[config.mk]
export PLATFORM = sky130hd
export DESIGN_NAME = otn_frame_receiver
export DESIGN_NICKNAME = d
export VERILOG_FILES = /design/src/rtl/otn_pkg.sv /design/src/rtl/crc8_serial.sv /design/src/rtl/otn_frame_receiver.sv
export SDC_FILE = /design/constraint.sdc
export NUM_CORES = 1
export LEC_CHECK = 0
export ABC_AREA = 1
export BUFFER_PORTS_ARGS = -buffer_cell sky130_fd_sc_hd__buf_2
export CAP_MARGIN = 20
export CORE_MARGIN = 8
export CORE_UTILIZATION = 50
export CTS_BUF_LIST = sky130_fd_sc_hd__clkbuf_8
export DETAILED_ROUTE_END_ITERATION = 16
export PLACE_DENSITY = 0.66
export SETUP_SLACK_MARGIN = 0.2
export SYNTH_ARGS = -nofsm -noshare
export SYNTH_HDL_FRONTEND = slang
export SYNTH_HIERARCHICAL = 1
export SYNTH_SLANG_ARGS = --single-unit
[constraint.sdc]
create_clock -name i_clk -period 3.4 [get_ports i_clk]
set_clock_uncertainty 0.15 [all_clocks]
set_input_delay 0.51 -clock i_clk [delete_from_list [all_inputs] [get_ports i_clk]]
set_output_delay 0.51 -clock i_clk [all_outputs]
set_load 0.02 [all_outputs]
[src/rtl/otn_pkg.sv]
// Shared OTN framing definitions: frame alignment word, CRC-8 polynomial and
// bit-serial update, receiver state encoding.
package otn_pkg;

    localparam logic [15:0] FAS_WORD_DEFAULT = 16'hF628;
    localparam logic [7:0]  CRC8_POLY        = 8'h07;

    typedef enum logic [1:0] {
        HUNT  = 2'd0,
        PYLD  = 2'd1,
        CRCB  = 2'd2,
        DRAIN = 2'd3
    } rx_state_e;

    // One MSB-first bit step of CRC-8 (x^8+x^2+x+1), no reflection.
    function automatic logic [7:0] crc8_next(input logic [7:0] byte_crc, input logic bit_in);
        logic fb;
        fb = byte_crc[7] ^ bit_in;
        return {byte_crc[6:0], 1'b0} ^ (fb ? CRC8_POLY : 8'h00);
    endfunction

endpackage

[src/rtl/crc8_serial.sv]
// Bit-serial CRC-8 register; clear has priority over enable.
module crc8_serial
    import otn_pkg::*;
(
    input  logic       i_clk,
    input  logic       i_rst,
    input  logic       i_clr,
    input  logic       i_en,
    input  logic       i_bit,
    output logic [7:0] o_crc
);

    logic [7:0] r_crc;

    always_ff @(posedge i_clk) begin
        if (i_rst || i_clr) begin
            r_crc <= '0;
        end else if (i_en) begin
            r_crc <= crc8_next(r_crc, i_bit);
        end
    end

    assign o_crc = r_crc;

endmodule

[src/rtl/otn_frame_receiver.sv]
// OTN serial frame receiver: FAS hunt, payload capture with CRC-8 check, AXIS drain and ACK.
// Optional RX_STATS_EN adds saturating good/bad/drop frame counters.
module otn_frame_receiver
    import otn_pkg::*;
#(
    parameter int unsigned PYLD_BYTES = 16,
    parameter logic [15:0] FAS_WORD   = FAS_WORD_DEFAULT,
    parameter int unsigned ACK_CYCLES = 8
) (
    input  logic        i_clk,
    input  logic        i_rst,
    input  logic        i_otn_rx_data,
    input  logic        i_bit_en,
    output logic        o_otn_tx_ack,
    output logic [7:0]  o_pyld_data,
    output logic        o_pyld_data_valid,
    input  logic        i_pyld_data_ready,
    output logic        o_in_frame,
    output logic        o_crc_err,
    output logic        o_drop
`ifdef RX_STATS_EN
    ,
    output logic [15:0] o_good_cnt,
    output logic [15:0] o_bad_cnt,
    output logic [15:0] o_drop_cnt
`endif
);

    localparam int unsigned BYTE_W = $clog2(PYLD_BYTES + 1);
    localparam int unsigned IDX_W  = (PYLD_BYTES > 1) ? $clog2(PYLD_BYTES) : 1;
    localparam int unsigned ACK_W  = $clog2(ACK_CYCLES + 1);

    localparam logic [BYTE_W-1:0] LAST_BYTE = BYTE_W'(PYLD_BYTES - 1);
    localparam logic [BYTE_W-1:0] NUM_BYTES = BYTE_W'(PYLD_BYTES);
    localparam logic [ACK_W-1:0]  ACK_LOAD  = ACK_W'(ACK_CYCLES);

    rx_state_e         r_state;
    rx_state_e         w_state_nxt;
    logic [15:0]       r_shift;
    logic [15:0]       w_shift_nxt;
    logic [2:0]        r_bit_cnt;
    logic [BYTE_W-1:0] r_byte_cnt;
    logic [BYTE_W-1:0] r_rd_idx;
    logic [7:0]        r_buf [PYLD_BYTES];
    logic [7:0]        w_crc;
    logic [ACK_W-1:0]  r_ack_cnt;

    logic        r_ack;
    logic [7:0]  r_pyld_data;
    logic        r_pyld_valid;
    logic        r_in_frame;
    logic        r_crc_err;
    logic        r_drop;

    logic w_fas_hit;
    logic w_byte_done;
    logic w_drain_last;
    logic w_load;
    logic w_start;
    logic w_crc_ok;
    logic w_crc_bad;
    logic w_drop;
    logic w_crc_en;

    assign w_shift_nxt  = {r_shift[14:0], i_otn_rx_data};
    assign w_fas_hit    = i_bit_en && (w_shift_nxt == FAS_WORD);
    assign w_byte_done  = i_bit_en && (r_bit_cnt == 3'd7);
    assign w_drain_last = r_pyld_valid && i_pyld_data_ready && (r_rd_idx == NUM_BYTES);
    assign w_load       = (r_state == DRAIN) && (!r_pyld_valid || i_pyld_data_ready)
                          && (r_rd_idx < NUM_BYTES);
    assign w_crc_en     = (r_state == PYLD) && i_bit_en;

    crc8_serial u_crc (
        .i_clk (i_clk),
        .i_rst (i_rst),
        .i_clr (w_start),
        .i_en  (w_crc_en),
        .i_bit (i_otn_rx_data),
        .o_crc (w_crc)
    );

    // Next state; a FAS landing on the final drain handshake is taken as a fresh hunt hit.
    always_comb begin
        w_state_nxt = r_state;
        w_start     = 1'b0;
        w_crc_ok    = 1'b0;
        w_crc_bad   = 1'b0;
        w_drop      = 1'b0;
        case (r_state)
            HUNT: begin
                if (w_fas_hit) begin
                    w_state_nxt = PYLD;
                    w_start     = 1'b1;
                end
            end
            PYLD: begin
                if (w_byte_done && (r_byte_cnt == LAST_BYTE)) begin
                    w_state_nxt = CRCB;
                end
            end
            CRCB: begin
                if (w_byte_done) begin
                    if (w_shift_nxt[7:0] == w_crc) begin
                        w_state_nxt = DRAIN;
                        w_crc_ok    = 1'b1;
                    end else begin
                        w_state_nxt = HUNT;
                        w_crc_bad   = 1'b1;
                    end
                end
            end
            DRAIN: begin
                if (w_drain_last) begin
                    if (w_fas_hit) begin
                        w_state_nxt = PYLD;
                        w_start     = 1'b1;
                    end else begin
                        w_state_nxt = HUNT;
                    end
                end else if (w_fas_hit) begin
                    w_drop = 1'b1;
                end
            end
            default: w_state_nxt = HUNT;
        endcase
    end

    always_ff @(posedge i_clk) begin
        if (i_rst) begin
            r_state      <= HUNT;
            r_shift      <= '0;
            r_bit_cnt    <= '0;
            r_byte_cnt   <= '0;
            r_rd_idx     <= '0;
            r_ack_cnt    <= '0;
            r_ack        <= 1'b0;
            r_pyld_data  <= '0;
            r_pyld_valid <= 1'b0;
            r_in_frame   <= 1'b0;
            r_crc_err    <= 1'b0;
            r_drop       <= 1'b0;
        end else begin
            r_state <= w_state_nxt;
            if (i_bit_en) begin
                r_shift <= w_shift_nxt;
            end

            if (w_start) begin
                r_bit_cnt  <= '0;
                r_byte_cnt <= '0;
            end else if (((r_state == PYLD) || (r_state == CRCB)) && i_bit_en) begin
                r_bit_cnt <= r_bit_cnt + 3'd1;
                if ((r_state == PYLD) && w_byte_done) begin
                    r_byte_cnt <= r_byte_cnt + BYTE_W'(1);
                end
            end

            // AXIS read side: prefetch next byte whenever the output slot is free.
            if (w_crc_ok) begin
                r_rd_idx <= '0;
            end else if (w_load) begin
                r_rd_idx <= r_rd_idx + BYTE_W'(1);
            end
            if (w_load) begin
                r_pyld_data  <= r_buf[r_rd_idx[IDX_W-1:0]];
                r_pyld_valid <= 1'b1;
            end else if (r_pyld_valid && i_pyld_data_ready) begin
                r_pyld_valid <= 1'b0;
            end

            // ACK holds for ACK_CYCLES; a new good frame reloads it.
            if (w_crc_ok) begin
                r_ack_cnt <= ACK_LOAD;
                r_ack     <= 1'b1;
            end else begin
                r_ack <= (r_ack_cnt > ACK_W'(1));
                if (r_ack_cnt != '0) begin
                    r_ack_cnt <= r_ack_cnt - ACK_W'(1);
                end
            end

            r_in_frame <= (w_state_nxt == PYLD) || (w_state_nxt == CRCB);
            r_crc_err  <= w_crc_bad;
            r_drop     <= w_drop;
        end
    end

    // Payload buffer; contents are don't-care after reset.
    always_ff @(posedge i_clk) begin
        if ((r_state == PYLD) && w_byte_done) begin
            r_buf[r_byte_cnt[IDX_W-1:0]] <= w_shift_nxt[7:0];
        end
    end

`ifdef RX_STATS_EN
    logic [15:0] r_good_cnt;
    logic [15:0] r_bad_cnt;
    logic [15:0] r_drop_cnt;

    always_ff @(posedge i_clk) begin
        if (i_rst) begin
            r_good_cnt <= '0;
            r_bad_cnt  <= '0;
            r_drop_cnt <= '0;
        end else begin
            if (w_crc_ok && (r_good_cnt != 16'hFFFF)) begin
                r_good_cnt <= r_good_cnt + 16'd1;
            end
            if (w_crc_bad && (r_bad_cnt != 16'hFFFF)) begin
                r_bad_cnt <= r_bad_cnt + 16'd1;
            end
            if (w_drop && (r_drop_cnt != 16'hFFFF)) begin
                r_drop_cnt <= r_drop_cnt + 16'd1;
            end
        end
    end

    assign o_good_cnt = r_good_cnt;
    assign o_bad_cnt  = r_bad_cnt;
    assign o_drop_cnt = r_drop_cnt;
`endif

    assign o_otn_tx_ack      = r_ack;
    assign o_pyld_data       = r_pyld_data;
    assign o_pyld_data_valid = r_pyld_valid;
    assign o_in_frame        = r_in_frame;
    assign o_crc_err         = r_crc_err;
    assign o_drop            = r_drop;

endmodule

## Word-level counts from Yosys, hierarchy flattened

Memories as Yosys holds them, arrays and structs flattened. A register that Yosys moved wholly into a read port is not among the register bits.
Cells that the tools add are included.

- $add $sub $neg: 4
- Order comparisons: 2
- Eq/ne operators: 10
- Muxes and demuxes: 22
- Bitwise gates (word level): 5
- Reductions and logical operators: 24

Operator list:

| operator | number |
|---|---|
| equality test 16 bit, second input constant | 1 |
| two-way mux 1 bit | 12 |
| adder 5 x 1 -> 5 bit, second input constant | 2 |
| logical AND 1 bit | 10 |
| two-way mux 2 bit | 5 |
| equality test 8 bit | 1 |
| two-way mux 4 bit | 2 |
| one-hot mux 2 bit (4 select lines) | 1 |
| XOR 8 bit | 1 |
| equality test 2 bit, second input constant | 3 |
| OR reduction 3 bit | 2 |
| equality test 5 x 4 -> 1 bit, second input constant | 1 |
| equality test 5 bit, second input constant | 1 |
| < comparator 5 bit, second input constant | 1 |
| equality test 2 x 1 -> 1 bit, second input constant | 2 |
| > comparator 4 x 1 -> 1 bit, second input constant | 1 |
| logical OR 1 bit | 4 |
| nonzero test 2 bit | 2 |
| nonzero test 4 bit | 1 |
| OR reduction 2 bit | 2 |
| subtractor 4 x 1 -> 4 bit, second input constant | 1 |
| adder 3 x 1 -> 3 bit, second input constant | 1 |
| equality test 3 bit, second input constant | 1 |
| two-way mux 3 bit | 1 |
| 6 further kinds | 8 |

- Register bits: 47
- Bits in writable memories: 128
- Input bits: 5
- Output and inout port bits: 13
- Logic and storage cells: 81
- Memories: 1

Memory list:

| name | words | bits a word | rd ports | clocked after memory_dff | write ports | line | RTL |
|---|---|---|---|---|---|---|---|
| r_buf | 16 | 8 | 1 | 1 | 1 | otn_frame_receiver.sv:44 | `logic [7:0] r_buf [PYLD_BYTES];` |

## Longest topological paths before layout

Gate-level depths: netlist of run 1.

- Depth after elaboration: 7
- Depth in mapped cells: 15
- Gate-level depth less buffers: 13

## By module

Netlist of run 1, hierarchy kept.

By module, submodules not included:

| module | instances | cells an instance | area each (µm²) | sequential area each (µm²) |
|---|---|---|---|---|
| otn_frame_receiver | 1 | 675 | 7303.3 | 4784.6 |
| crc8_serial | 1 | 49 | 360.3 | 160.2 |

## Worst setup path before layout of run 1

No wires, ideal clock.

- Path type: reg-to-reg
- Start point: register r_bit_cnt[0]
- End point: memory r_buf[15][0] (enable)
- Setup time: 0.383 ns
- Data arrival time: 1.486 ns
- Data required time: 2.867 ns
- Slack: 1.381 ns
- Cell stages (with the launch flop): 7
- Buffers on the path: 0
- Clock period less this slack: 2.019 ns
- Cells stage by stage: dfxtp_1 ha_1 ha_1 nand2_2 nor2_4 inv_2 nor3_1

- Word-level cells in the longest chain between the ends: 5

Ends and longest elaborated chain:

| item | line | RTL |
|---|---|---|
| start: declaration | otn_frame_receiver.sv:41 | `logic [2:0] r_bit_cnt;` |
| start signal: assignment | otn_frame_receiver.sv:152 | `r_bit_cnt <= r_bit_cnt + 3'd1;` |
| equality test 3 bit | otn_frame_receiver.sv:67 | `assign w_byte_done = i_bit_en && (r_bit_cnt == 3'd7);` |
| logical AND 1 bit | otn_frame_receiver.sv:67 |  |
| logical AND 1 bit | otn_frame_receiver.sv:190 | `if ((r_state == PYLD) && w_byte_done) begin` |
| two-way mux 1 bit | otn_frame_receiver.sv:190 |  |
| two-way mux 1 bit (not written as such) | otn_frame_receiver.sv:191 | `r_buf[r_byte_cnt[IDX_W-1:0]] <= w_shift_nxt[7:0];` |
| end: declaration | otn_frame_receiver.sv:44 |  |

Every way passes these cells.

## Worst setup path after layout of run 1

- Start point: register r_state[1]
- End point: memory r_buf[7][4] (enable)

- Word-level cells in the longest chain between the ends: 4

Ends and longest elaborated chain:

| item | line | RTL |
|---|---|---|
| start: declaration | otn_frame_receiver.sv:37 | `rx_state_e r_state;` |
| start signal: assignment | otn_frame_receiver.sv:143 | `r_state <= w_state_nxt;` |
| equality test 2 x 1 -> 1 bit | otn_frame_receiver.sv:190 |  |
| logical AND 1 bit | otn_frame_receiver.sv:190 |  |
| two-way mux 1 bit | otn_frame_receiver.sv:190 |  |
| two-way mux 1 bit (not written as such) | otn_frame_receiver.sv:191 |  |

Every way passes these cells.

==> results.tsv, run 1 <==
metric	value	unit
Routed WL	17500	um
clock-pin slew on the worst setup and hold paths	0.09	ns
setup bufs post-CTS	0	
Slew Limit Fails	0	
TritonCTS Buffers	17	
Max-Cap Viols	0	
Initial DRC Count	546	
RSZ-0062 raised after global routing	false	
Ports	18	
post-route ant nets	0	
CTS Hold Buffers Added	0	
final period utilization	69.9	%
Die Y	140	um
wire length per cell	18.6	um
Setup Crit Path Kind	flip-flop to flip-flop	
area share of the largest cell type after synthesis	50.2	%
Yosys top cell by area	edfxtp_1	
row count	45	
setup tns final	0	ns
met2 routed WL	8410	um
DR top layer	met4	
count leader, synth	edfxtp_1	
routability cong.	0.848	
ANT cells	0	
Overflow after GRT	0	
synthesized area	7660	um^2
Sink Count	183	
status	completed	
Skew-Pair Late Insertion Delay	0.46	ns
clock root cell	clkbuf_8	
PD cells	483	nW/um^2
Setup crit end kind	flip-flop	
Synth area leaders	edfxtp_1 (50%), dfxtp_1 (14%), o21ai_0 (6.2%)	
Post-synth EDFFs	128	
Max Buffers Root-to-Sink	2	
CTS tree	done	
Post-synth top cells	edfxtp_1 (128), nor2_1 (120), o21ai_0 (95)	
residual DRC count	0	
Final Setup Violations	0	
First-pass DRT Iterations	5	
Final nets	765	
Hold Crit Class	input pin to flip-flop	
worst-margin pin slew	0.817	ns
fraction of layout cells with a size suffix above 1	11.3	%
FF-to-FF Start	r_state[1]	
worst path required time	3.34	ns
Rel. slew slack	45.3	%
core area	15100	um^2
Post-Syn Instances	724	
Vias/cell	5.60	
Yosys cell types	37	
Final Critical Period	2.38	ns
H-tree depth	4	
Syn-to-layout area delta	8.08	%
async set or reset register ratio after synthesis	0	%
Synth Flop Type	edfxtp_1	
Hold WS	0.187	ns
largest net degree at the start of global routing	68	
Via Count	5283	
final hold violations	0	
Mapped Nets	746	
All-Layer GR Usage	18.4	%
vias in the first global route	5158	
Setup crit start kind	flip-flop	
Critical Path Start	r_state[1]	
die footprint	19500	um^2
Initial Util	50.8	%
DP Wirelength	11500	um
Max Clk Rate	0.421	GHz
worst-path maximum fanout	8	
initial antenna violation count	0	
Post-CTS Resized	0	
HP Start	i_rst	
Synth Register Bits	183	
Avg Inst Size Synth	10.6	um^2
Die X	140	um
Worst Path Arrival	2.32	ns
YS warnings	6	
VDD IR max	0.000324	V
sequential area share after synthesis	64.5	%
Port Buffers	17	
Power Total	4000	uW
first-pass GRT wire length	27700	um
met3 wire len	997	um
WL met1	7750	um
Leakage Power	0.00295	uW
-- per-stage QoR --
step	worst slack, ns	util (%)	instance area [um^2]	instances
floorplan	1.38	-	7660	724
global placement	1.15	52.6	7930	912
detailed placement	1.05	52.6	7930	912
CTS	1.04	54.9	8280	943
global route	0.856	54.9	8280	943
finish	1.02	54.9	8280	943
-- routing by layer --
metal,up-vias,GRT usage (%)
met4,0,6.51
met1,2542,23.6
li1,2564,-
met5,-,0
met2,154,29.9
met3,23,4.27
-- state kept, by name, indices dropped and copies added, names as in the netlist, 2 cells and up --
register	flops
r_shift	15
r_bit_cnt	3
r_rd_idx	5
r_buf	128
o_pyld_data	8
r_ack_cnt	4
r_byte_cnt	5
r_state	2
u_crc/o_crc	8
-- cell families after synthesis --
group,share of synthesized area (%)
flip-flops,64.5
AND/OR/NAND/NOR,13.6
XOR/XNOR,1.14
adder cells (fa/ha/maj),2.78
AO/OA/AOI/OAI,13.5
buffers and inverters,4.39
-- layout make-up --
class,count,area (um^2)
clock buffers,19,262
repair buffers,31,190
multi-input cells,463,2380
clock inverters,12,91.3
well taps,188,235
inverters,47,176
fillers,1337,6810
flip-flops and latches,183,4950
-- power by group --
part           switching, uW  total, uW  internal [uW]
Sequential              32.8       2450           2410
Clock                    734       1330            601
Combinational            146        223           77.0
-- final timing paths --
kind / end / slack [ns] / depth (start not counted)
max: r_buf[7][4] / 1.02 / 8
min: r_shift[14] / 0.19 / 2
max reg2reg: r_buf[7][4] / 1.02 / 8
min reg2reg: r_byte_cnt[4] / 0.32 / 2
-- worst max-delay path, stage by stage (launching register included) --
cell and delay, ns:
dfxtp_1 0.36, inv_1 0.13, ha_1 0.20, inv_1 0.08
nor2_4 0.14, inv_2 0.08, nor2_1 0.17, inv_1 0.12
nor2_1 0.57
-- cells in the final DEF, fill, tap and decap left out, types with 6 or more instances in the layout --
cell type  Yosys  layout
edfxtp_1     128     128
nor2_1       120     120
o21ai_0       95      95
nand2_1       88      88
dfxtp_1       55      54
inv_1         38      42
o22ai_1       31      31
a21oi_1       30      30
clkbuf_8       0      19
nand3_1       17      17
ha_1          17      17
buf_2          9      17
buf_4          2      14
a31oi_1        9       9
inv_2          7       7
o21bai_1       7       7
nor3_1         6       6
a21oi_2        6       6
(Power assumes the default switching activity.)
==> inputs of run 2 (changes only) <==
Settings changed: ABC_AREA 1 to 0, PLACE_DENSITY 0.66 to 0.69.
Clock period 3.4 ns to 2.1 ns, I/O delays scaled along.
==> run 2 against run 1 <==
Net effect: first-iteration DRC count shrank 42%; flip-flop and latch count is the same; core utilization grew 7.7 points; synthesized area shrank 2.2%; largest power group unchanged.
==> results.tsv, run 2 <==
metric	value	unit
YS warnings	6	
H-tree depth	4	
critical path, cell by cell	buf_6 > inv_4 > ha_4 > nand2_2 > o41a_1 > o21a_1 > o32ai_4 > xnor2_1 > nor2_1	
status	completed	
global-route met3 utilization	4.21	%
Worst R2R Setup Slack	0.06	ns
sequential area share after synthesis	66.0	%
Avg Inst Size Synth	15.1	um^2
residual DRC count	0	
Final Setup Violations	0	
Cells after DPL	720	
Initial DRC Count	315	
Compound-Gate Fraction of Synth Area	5.54	%
ANT cells	0	
Sequential cell area	4960	um^2
Overflow after GRT	0	
Simple-Gate Fraction of Synth Area	8.65	%
fraction of layout cells with a size suffix above 1	37.8	%
Vias/cell	5.58	
Worst Path Arrival	2.23	ns
PD cells	705	nW/um^2
post-route ant nets	0	
Most Crowded Layer GR	met2	
routability cong.	0.826	
Synth area leaders	edfxtp_1 (51%), dfxtp_1 (15%), mux4_2 (9.6%)	
Mapped Nets	519	
Yosys cell types	53	
VDD IR max	0.000662	V
Setup Crit Path Kind	flip-flop to flip-flop	
Routed WL	15300	um
final hold violations	0	
Leakage Power	0.00314	uW
Die X	138	um
largest family of logic cells by synthesized area	multiplexers	
Slew Limit Fails	0	
Power Total	6440	uW
TritonCTS Buffers	17	
Hold WS	0.0619	ns
met2 GRT Util	28.1	%
async set or reset register ratio after synthesis	0	%
Rel. slew slack	64.6	%
worst path required time	2.29	ns
Fill cells	1055	
die footprint	19200	um^2
Post-Synth Adder-Cell Area	2.84	%
final period utilization	97.2	%
wire length per cell	19.8	um
Yosys top cell by area	edfxtp_1	
largest net degree at the start of global routing	28	
Hold Crit Class	input pin to flip-flop	
core area	14600	um^2
Port Buffers	17	
worst-margin pin slew	0.531	ns
Die Y	138	um
row count	44	
CTS tree	done	
Ports	18	
Syn-to-layout area delta	21.8	%
Max Clk Rate	0.490	GHz
DP Wirelength	10300	um
M1 GR Usage	19.7	%
non-filler cells, final	769	
RSZ-0062 raised after global routing	true	
Multi-input gate area	2620	um^2
multiplexer share of the synthesized area	12.3	%
Setup crit end kind	flip-flop	
number of flip-flops in the largest register	128	
First-pass DRT Iterations	4	
Largest stage delay, worst path	0.38	ns
Skew-Pair Late Insertion Delay	0.45	ns
Synth Flop Type	edfxtp_1	
Via Count	4290	
Crit-path slowest cell	dfxtp_4	
first-pass GRT wire length	24000	um
commonest non-fill, non-tap cells in the layout	edfxtp_1 (128), dfxtp_1 (45), nor2_1 (44)	
commonest non-fill, non-tap cell in the layout	edfxtp_1	
Post-synth top cells	edfxtp_1 (128), nor2_1 (56), dfxtp_1 (55)	
Synth Register Bits	183	
clock root cell	clkbuf_8	
Post-Syn Instances	497	
All-Layer GR Usage	16.3	%
Sink Count	183	
XOR/XNOR Fraction of Synth Area	2.22	%
count leader, synth	edfxtp_1	
Setup crit start kind	flip-flop	
Post-synth EDFFs	128	
Max Buffers Root-to-Sink	2	
Max-Cap Viols	0	
worst-path maximum fanout	5	
synthesized area	7490	um^2
Initial Util	51.4	%
area share of the largest cell type after synthesis	51.3	%
Final Critical Period	2.04	ns
vias in the first global route	4343	
clock-pin slew on the worst setup and hold paths	0.08	ns
initial antenna violation count	0	
Final nets	594	
-- run 2: changes by cell type after synthesis, sizes merged, moves of 9 or more --
cell,change
mux4,+32
a22oi,+16
xor2,+9
nand2,-76
o22ai,-31
a21oi,-9
nand3,-11
nor2,-65
o21ai,-94
mux2i,+20
inv,-34
-- run 2: area by class of cell --
cell class | instances | area share, %
clock inverter | 11 | 0.932
multi-input combinational | 275 | 28.7
clock buffer | 21 | 3.17
sequential | 183 | 54.4
timing repair buffer | 84 | 9.81
inverter | 11 | 0.480
tap | 184 | 2.52
-- run 2: worst paths after layout --
| check | end | cells after the start | start |
|---|---|---|---|
| setup / recovery | o_in_frame | 9 | r_rd_idx[0] |
| hold / removal | r_bit_cnt[1] | 3 | i_bit_en |
| setup reg to reg | o_in_frame | 9 | r_rd_idx[0] |
| hold reg to reg | r_bit_cnt[2] | 2 | r_bit_cnt[2] |
-- run 2: routing by layer --
metal / up-vias / wire, um
met5: - / 0
met4: 0 / 161
met3: 11 / 814
met2: 76 / 7970
met1: 2176 / 6310
li1: 2027 / -
-- run 2: through the flow --
| step | worst slack (ns) | instance area (um^2) | TNS [ns] | util (%) |
|---|---|---|---|---|
| detailed placement | -0.0458 | 8380 | -0.194 | 57.4 |
| finish | 0.0592 | 9130 | 0 | 62.6 |
| floorplan | 0.0569 | 7620 | 0 | - |
| global placement | 0.0147 | 8380 | 0 | 57.4 |
| CTS | 0.0678 | 8910 | 0 | 61.0 |
| global route | -0.0198 | 9130 | -0.0374 | 62.6 |
-- run 2: report_power, final --
group	internal, uW	switching [uW]	total (uW)	leakage [uW]
registers	3870	36.2	3900	0.00163
logic	145	185	330	0.00132
clock network	966	1240	2210	0.000196
total	4980	1460	6440	0.00314
-- run 2: cell families (layout without fill, tap and decap cells) --
| logic type | Yosys count | count (layout) |
|---|---|---|
| XOR/XNOR | 19 | 19 |
| buffers and inverters | 39 | 127 |
| AO/OA/AOI/OAI | 58 | 58 |
| adder cells (fa/ha/maj) | 17 | 17 |
| multiplexers | 52 | 52 |
| AND/OR/NAND/NOR | 129 | 129 |
| flip-flops | 183 | 183 |
-- run 2: critical path, delay by kind of cell, from the launching register on --
family | cells | cell delay (ns)
AOI/OAI and AO/OA | 3 | 0.84
xor gates and xnor gates | 1 | 0.15
adders and majority gates | 1 | 0.12
buffers and inverters | 2 | 0.19
DFF | 1 | 0.38
and+or+nand+nor | 2 | 0.11
-- run 2: timing repair --
| item | in CTS | in global routing |
|---|---|---|
| hold buffers | 2 | 0 |
| endpoints found under the hold margin | 2 | 0 |
| cloned | 0 | 1 |
| buffers inserted | 5 | 9 |
| resized for setup | 24 | 34 |
| pin swaps | 18 | 19 |
| endpoints found under the setup margin | 163 | 163 |
